### src/rtl/npu_inst_dispatcher_if.sv
// Dispatcher bus: instruction intake from the look-ahead buffer, per-unit
// issue (instruction + enable pulse), unit busy feedback, sync and error status.
interface npu_inst_dispatcher_if #(
    parameter int INST_W = 32
);
    logic              enable_i;
    logic [INST_W-1:0] inst_i;
    logic              inst_valid_i;
    logic              inst_busy_o;

    logic [INST_W-1:0] weight_inst_o;
    logic [INST_W-1:0] matmul_inst_o;
    logic [INST_W-1:0] act_inst_o;
    logic              weight_en_o;
    logic              matmul_en_o;
    logic              act_en_o;
    logic              weight_busy_i;
    logic              matmul_busy_i;
    logic              act_busy_i;

    logic              sync_o;
    logic [1:0]        error_o;

    // dispatcher side
    modport master (
        input  enable_i, inst_i, inst_valid_i,
        input  weight_busy_i, matmul_busy_i, act_busy_i,
        output inst_busy_o,
        output weight_inst_o, matmul_inst_o, act_inst_o,
        output weight_en_o, matmul_en_o, act_en_o,
        output sync_o, error_o
    );

    // instruction source / execution units side
    modport slave (
        output enable_i, inst_i, inst_valid_i,
        output weight_busy_i, matmul_busy_i, act_busy_i,
        input  inst_busy_o,
        input  weight_inst_o, matmul_inst_o, act_inst_o,
        input  weight_en_o, matmul_en_o, act_en_o,
        input  sync_o, error_o
    );
endinterface

### src/rtl/npu_inst_dispatcher.sv
// NPU instruction dispatcher. A WEIGHT load is parked in a pending slot so it
// can be issued together with the MATMUL/ACT that follows it; other work is
// held until its unit group is ready. SYNC drains all units with a timeout.
module npu_inst_dispatcher #(
    parameter int SYNC_TIMEOUT = 1023,
    parameter int INST_W       = 32
) (
    input  logic                  clk_i,
    input  logic                  rstn_i,
    npu_inst_dispatcher_if.master bus
);
    localparam int OP_CODE_WIDTH = 8;
    localparam int CNT_W         = $clog2(SYNC_TIMEOUT + 1);

    typedef enum logic [1:0] {IDLE, WEIGHT_PEND, HOLD, SYNC_WAIT} state_t;
    typedef enum logic [2:0] {K_NOP, K_WGT, K_MM, K_ACT, K_SYNC, K_ILL} kind_t;

    state_t            state;
    kind_t             in_kind;
    kind_t             held_kind;
    logic [INST_W-1:0] w_slot;
    logic              w_vld;
    logic [INST_W-1:0] h_slot;
    logic [CNT_W-1:0]  cnt;
    logic [1:0]        err;
    logic              weight_en, matmul_en, act_en, sync_pls;
    logic [INST_W-1:0] weight_inst, matmul_inst, act_inst;
    logic              w_ok, x_ok, grp_ready, units_idle;

    // classify the incoming opcode
    always_comb begin
        case (bus.inst_i[OP_CODE_WIDTH-1:3])
            5'b00000: in_kind = K_NOP;
            5'b00001: in_kind = K_WGT;
            5'b00010: in_kind = K_MM;
            5'b00100: in_kind = K_ACT;
            5'b11111: in_kind = K_SYNC;
            default:  in_kind = K_ILL;
        endcase
    end

    // MATMUL and ACT share the datapath, so either one waits for both units
    assign w_ok       = !w_vld || !bus.weight_busy_i;
    assign x_ok       = (held_kind inside {K_MM, K_ACT}) ?
                        !(bus.matmul_busy_i || bus.act_busy_i) : 1'b1;
    assign grp_ready  = w_ok && x_ok;
    assign units_idle = !(bus.weight_busy_i || bus.matmul_busy_i || bus.act_busy_i);

    // dispatcher FSM; all issue outputs are registered here
    always_ff @(posedge clk_i or negedge rstn_i) begin
        if (!rstn_i) begin
            state       <= IDLE;
            held_kind   <= K_NOP;
            w_slot      <= '0;
            w_vld       <= 1'b0;
            h_slot      <= '0;
            cnt         <= '0;
            err         <= 2'b00;
            weight_en   <= 1'b0;
            matmul_en   <= 1'b0;
            act_en      <= 1'b0;
            sync_pls    <= 1'b0;
            weight_inst <= '0;
            matmul_inst <= '0;
            act_inst    <= '0;
        end else if (!bus.enable_i) begin
            // frozen: only the single-cycle pulses are dropped
            weight_en <= 1'b0;
            matmul_en <= 1'b0;
            act_en    <= 1'b0;
            sync_pls  <= 1'b0;
        end else begin
            weight_en <= 1'b0;
            matmul_en <= 1'b0;
            act_en    <= 1'b0;
            sync_pls  <= 1'b0;
            case (state)
                IDLE, WEIGHT_PEND: begin
                    if (bus.inst_valid_i) begin
                        case (in_kind)
                            K_NOP: ;
                            K_ILL: err[0] <= 1'b1;
                            K_WGT: begin
                                if (state == IDLE) begin
                                    w_slot <= bus.inst_i;
                                    w_vld  <= 1'b1;
                                    state  <= WEIGHT_PEND;
                                end else begin
                                    h_slot    <= bus.inst_i;
                                    held_kind <= K_WGT;
                                    state     <= HOLD;
                                end
                            end
                            default: begin
                                h_slot    <= bus.inst_i;
                                held_kind <= in_kind;
                                state     <= HOLD;
                            end
                        endcase
                    end
                end
                HOLD: begin
                    if (held_kind == K_SYNC && !w_vld) begin
                        cnt   <= '0;
                        state <= SYNC_WAIT;
                    end else if (grp_ready) begin
                        if (w_vld) begin
                            weight_en   <= 1'b1;
                            weight_inst <= w_slot;
                            w_vld       <= 1'b0;
                        end
                        case (held_kind)
                            K_MM: begin
                                matmul_en   <= 1'b1;
                                matmul_inst <= h_slot;
                                state       <= IDLE;
                            end
                            K_ACT: begin
                                act_en   <= 1'b1;
                                act_inst <= h_slot;
                                state    <= IDLE;
                            end
                            K_SYNC: begin
                                cnt   <= '0;
                                state <= SYNC_WAIT;
                            end
                            default: begin
                                // held WEIGHT takes over the pending slot
                                w_slot <= h_slot;
                                w_vld  <= 1'b1;
                                state  <= WEIGHT_PEND;
                            end
                        endcase
                    end
                end
                SYNC_WAIT: begin
                    // the entry cycle is skipped so a just-issued unit can raise busy
                    if (cnt != '0 && units_idle) begin
                        sync_pls <= 1'b1;
                        state    <= IDLE;
                    end else if (cnt == CNT_W'(SYNC_TIMEOUT)) begin
                        err[1]   <= 1'b1;
                        sync_pls <= 1'b1;
                        state    <= IDLE;
                    end else begin
                        cnt <= cnt + 1'b1;
                    end
                end
                default: state <= IDLE;
            endcase
        end
    end

    assign bus.inst_busy_o   = (state == HOLD) || (state == SYNC_WAIT);
    assign bus.weight_en_o   = weight_en;
    assign bus.matmul_en_o   = matmul_en;
    assign bus.act_en_o      = act_en;
    assign bus.weight_inst_o = weight_inst;
    assign bus.matmul_inst_o = matmul_inst;
    assign bus.act_inst_o    = act_inst;
    assign bus.sync_o        = sync_pls;
    assign bus.error_o       = err;
endmodule
### src/flat_wrapper.sv
// flat-port wrapper written by rule: the top's interface ports become plain ports
module npu_inst_dispatcher_flat 
#(
    parameter int SYNC_TIMEOUT = 1023,
    parameter int INST_W       = 32
)
  (clk_i, rstn_i, bus_enable_i, bus_inst_i, bus_inst_valid_i, bus_weight_busy_i, bus_matmul_busy_i, bus_act_busy_i, bus_inst_busy_o, bus_weight_inst_o, bus_matmul_inst_o, bus_act_inst_o, bus_weight_en_o, bus_matmul_en_o, bus_act_en_o, bus_sync_o, bus_error_o);
  npu_inst_dispatcher_if #(.INST_W(INST_W)) bus_i ();
  input  logic clk_i;
  input  logic rstn_i;
  input wire logic [$bits(bus_i.enable_i)-1:0] bus_enable_i;
  input wire logic [$bits(bus_i.inst_i)-1:0] bus_inst_i;
  input wire logic [$bits(bus_i.inst_valid_i)-1:0] bus_inst_valid_i;
  input wire logic [$bits(bus_i.weight_busy_i)-1:0] bus_weight_busy_i;
  input wire logic [$bits(bus_i.matmul_busy_i)-1:0] bus_matmul_busy_i;
  input wire logic [$bits(bus_i.act_busy_i)-1:0] bus_act_busy_i;
  output wire logic [$bits(bus_i.inst_busy_o)-1:0] bus_inst_busy_o;
  output wire logic [$bits(bus_i.weight_inst_o)-1:0] bus_weight_inst_o;
  output wire logic [$bits(bus_i.matmul_inst_o)-1:0] bus_matmul_inst_o;
  output wire logic [$bits(bus_i.act_inst_o)-1:0] bus_act_inst_o;
  output wire logic [$bits(bus_i.weight_en_o)-1:0] bus_weight_en_o;
  output wire logic [$bits(bus_i.matmul_en_o)-1:0] bus_matmul_en_o;
  output wire logic [$bits(bus_i.act_en_o)-1:0] bus_act_en_o;
  output wire logic [$bits(bus_i.sync_o)-1:0] bus_sync_o;
  output wire logic [$bits(bus_i.error_o)-1:0] bus_error_o;
  assign bus_i.enable_i = bus_enable_i;
  assign bus_i.inst_i = bus_inst_i;
  assign bus_i.inst_valid_i = bus_inst_valid_i;
  assign bus_i.weight_busy_i = bus_weight_busy_i;
  assign bus_i.matmul_busy_i = bus_matmul_busy_i;
  assign bus_i.act_busy_i = bus_act_busy_i;
  assign bus_inst_busy_o = bus_i.inst_busy_o;
  assign bus_weight_inst_o = bus_i.weight_inst_o;
  assign bus_matmul_inst_o = bus_i.matmul_inst_o;
  assign bus_act_inst_o = bus_i.act_inst_o;
  assign bus_weight_en_o = bus_i.weight_en_o;
  assign bus_matmul_en_o = bus_i.matmul_en_o;
  assign bus_act_en_o = bus_i.act_en_o;
  assign bus_sync_o = bus_i.sync_o;
  assign bus_error_o = bus_i.error_o;
  npu_inst_dispatcher #(.SYNC_TIMEOUT(SYNC_TIMEOUT), .INST_W(INST_W)) u_core (.clk_i(clk_i), .rstn_i(rstn_i), .bus(bus_i));
endmodule
### config.mk
export PLATFORM = sky130hd
export DESIGN_NAME = npu_inst_dispatcher_flat
export DESIGN_NICKNAME = d
export VERILOG_FILES = /design/src/rtl/npu_inst_dispatcher_if.sv /design/src/rtl/npu_inst_dispatcher.sv /design/src/flat_wrapper.sv
export SDC_FILE = /design/constraint.sdc
export NUM_CORES = 1
export LEC_CHECK = 0
export ABC_AREA = 1
export CAP_MARGIN = 20
export CORE_MARGIN = 4
export CORE_UTILIZATION = 47
export CTS_CLUSTER_DIAMETER = 80
export DETAILED_ROUTE_END_ITERATION = 12
export PLACE_DENSITY = 0.82
export SYNTH_ARGS = -nofsm -noshare
export SYNTH_HDL_FRONTEND = slang
export SYNTH_SLANG_ARGS = --single-unit
### constraint.sdc
create_clock -name clk_i -period 2.1 [get_ports clk_i]
set_input_delay 0.315 -clock clk_i [delete_from_list [all_inputs] [get_ports clk_i]]
set_output_delay 0.315 -clock clk_i [all_outputs]
set_load 0.02 [all_outputs]
==> impl_metrics.py <==
metrics = {
    "detailed_routing": {
        "drt_first_pass_iters": 5,
        "ant_nets": 0,
        "via_per_inst": 4.93,
        "wl_mm": 18.8,
        "via_count": 6409,
        "drc": 0,
        "wl_per_cell_um": 14.5,
        "drt_iter0_drc": 377,
    },
    "timing": {
        "fmax_mhz": 552,
        "slew_viol_final": 0,
        "fin_crit_ns": 1.81,
        "setup_viol": 0,
        "final_hold_viol_count": 0,
        "slew_headroom": 0.637,
        "worstMarginPinSlew_ns": 0.544,
        "rsz0062_at_grt": "false",
        "fin_setup_tns_ns": 0,
        "clock_skew_ns": 0.00858,
        "whs_ns": 0.442,
        "fin_crit_sh": 0.863,
    },
    "place": {
        "globalplace.congestion": 0.860,
        "portBuffers": 141,
        "dp_hpwl_mm": 13.1,
    },
    "yosys": {
        "synth_most_common_cell": "nand2_1",
        "synth_edf_count": 0,
        "ys_ff_latch": 182,
        "synthCells": 923,
        "yosys-top-cells-count": "452 x nand2_1, 182 x dfrtp_1, 47 x inv_1, 47 x o21ai_1, 32 x o21ai_0",
        "yosys.area.top_type_share": 0.579,
        "synthArstFlopShare": 1.00,
        "synth_area_per_cell_um2": 8.52,
        "yosysTopAreaCell": "dfrtp_1",
        "post_synth_num_cell_types": 32,
        "syn_nets": 964,
        "synth.area.top_cells": "dfrtp_1 58%, nand2_1 22%, o21ai_1 3.0%, o21ai_2 2.6%, inv_1 2.2%",
        "synthFlopType": "dfrtp_1",
        "yosysWarnings": 0,
        "yosysSeqAreaShare": 0.579,
        "syn_area_um2": 7870,
    },
    "power": {
        "peakVddDrop_mv": 0.651,
        "leakagePower_nw": 5.16,
        "power_density_nw_per_um2": 1390,
    },
    "setup_path": {
        "ff2ff_path_depth": 9,
        "cp_top_family": "buffers and inverters",
        "path_cells": "clkdlybuf4s50_1",
        "slowest_delay_ns": 0.64,
        "arrival_ns": 1.50,
        "path_max_fanout": 5,
        "startpoint_type": "flip-flop",
        "cp.required_ns": 1.78,
        "crit_cells": 1,
        "path_buf_inv": 1,
        "slowest_stage": "clkdlybuf4s50_1",
        "worstSetupPathType": "flip-flop to output port",
        "regToRegSetupSlack_ns": 0.34,
        "end_kind": "output port",
    },
    "layout": {
        "nNetsFinal": 1107,
        "drive_gt1_frac": 0.0918,
        "fillers": 1395,
        "synthToLayoutAreaGrowth_pct": 29.4,
        "num_antenna_cells": 0,
    },
    "global_route": {
        "grt_pass1_vias": 6144,
        "overflow": 0,
        "track_usage": 0.205,
        "grt_pass1_wl_mm": 30.2,
        "antenna_found_initial": 0,
        "grt_start_max_net_pins": 71,
    },
    "die": {
        "dieArea_um2": 18900,
        "coreArea_um2": 16500,
        "rows": 47,
        "ioPinCount": 142,
        "dieWidth_um": 137,
        "start_util": 0.478,
        "die_h_um": 137,
    },
    "cts": {
        "postCtsHoldBufs": 1,
        "clk_pin_slew_worst_paths_ns": 0.07,
        "tritoncts": "built",
        "post-cts-setup-buffers": 0,
        "cts-resized-gates": 0,
        "clock-sinks": 182,
        "cts_buffer_depth": 2,
        "cts-htree-levels": 4,
        "clk_latency_ns": 0.43,
        "cts_root_buffer": "clkbuf_16",
        "cts_made_buffers": 17,
    },
    "hold_path": {
        "holdCritPathClass": "primary input to asynchronous set/reset pin",
    },
    "outcome": {
        "status": "completed",
    },
    "job": {
        "max_cap_viol_count": 0,
    },
}
[through the flow]
step            util  instances  power, mW  area (µm²)  setup WS [ns]
3_3_place_gp   0.582       1266       10.9        9580          0.132
5_1_grt        0.618       1299       15.1       10200          0.172
3_5_place_dp   0.582       1266       11.1        9580         0.0463
2_1_floorplan      -        923       8.68        7870          0.613
6_report       0.618       1299       14.2       10200          0.288
4_1_cts        0.618       1299       14.3       10200          0.260
[final cells by class]
| type | instances | area, µm² | area share |
|---|---|---|---|
| clock inverters | 13 | 148 | 0.0145 |
| multi-input cells | 644 | 2840 | 0.279 |
| inverters | 56 | 210 | 0.0207 |
| clock buffers | 19 | 433 | 0.0426 |
| well taps | 220 | 275 | 0.0271 |
| repair buffers | 165 | 1710 | 0.168 |
| flip-flops and latches | 182 | 4550 | 0.448 |
[kinds of logic (layout without fill, tap and decap cells)]
| family | count (synthesis) | count (layout) | synth area share |
|---|---|---|---|
| AO/OA/AOI/OAI | 115 | 115 | 0.0869 |
| XOR/XNOR | 3 | 3 | 0.00334 |
| adder cells (fa/ha/maj) | 2 | 2 | 0.00318 |
| buffers and inverters | 97 | 253 | 0.0611 |
| flip-flops | 182 | 182 | 0.579 |
| AND/OR/NAND/NOR | 524 | 524 | 0.266 |
[final timing paths]
check | from | end
worst max-delay path | u_core.state[1] | bus_inst_busy_o
max in group asynchronous | rstn_i | u_core.bus.act_inst_o[29]
worst min-delay path | rstn_i | u_core.bus.act_inst_o[19]
worst min register to register | u_core.bus.matmul_inst_o[8] | u_core.bus.matmul_inst_o[8]
worst max register to register | u_core.cnt[0] | u_core.cnt[8]
min in group clk_i | bus_inst_i[27] | u_core.h_slot[27]
[sequential cells by signal (all words and copies together) (netlist names), 2 cells and up]
register	cells
u_core.w_slot	32
u_core.bus.error_o	2
u_core.h_slot	32
u_core.state	2
u_core.bus.act_inst_o	32
u_core.held_kind	3
u_core.cnt	10
u_core.bus.weight_inst_o	32
u_core.bus.matmul_inst_o	32
[power breakdown]
group	total [mW]	internal (mW)	switching, mW
logic	5.14	2.25	2.89
registers	5.85	4.87	0.984
clock network	3.18	1.77	1.41
[per-layer routing]
| layer | wire length, µm | GRT usage | vias to the layer above |
|---|---|---|---|
| met4 | 434 | 0.0826 | 0 |
| li1 | - | - | 3172 |
| met1 | 8450 | 0.277 | 3030 |
| met5 | 0 | 0 | - |
| met3 | 944 | 0.0457 | 29 |
| met2 | 9010 | 0.324 | 178 |
[cells in the final DEF, fill, tap and decap left out, types with 3 or more instances in the layout]
| master | instances |
|---|---|
| a21oi_1 | 5 |
| buf_12 | 9 |
| buf_4 | 14 |
| clkbuf_16 | 17 |
| clkdlybuf4s50_1 | 140 |
| clkinvlp_4 | 5 |
| dfrtp_1 | 182 |
| inv_1 | 47 |
| inv_2 | 8 |
| nand2_1 | 452 |
| nand3_1 | 25 |
| nand3_2 | 3 |
| nand4_1 | 5 |
| nor2_1 | 23 |
| nor2_4 | 3 |
| nor3_1 | 5 |
| o21ai_0 | 32 |
| o21ai_1 | 47 |
| o21ai_2 | 23 |
No activity file was read; power rests on OpenSTA's default activity.
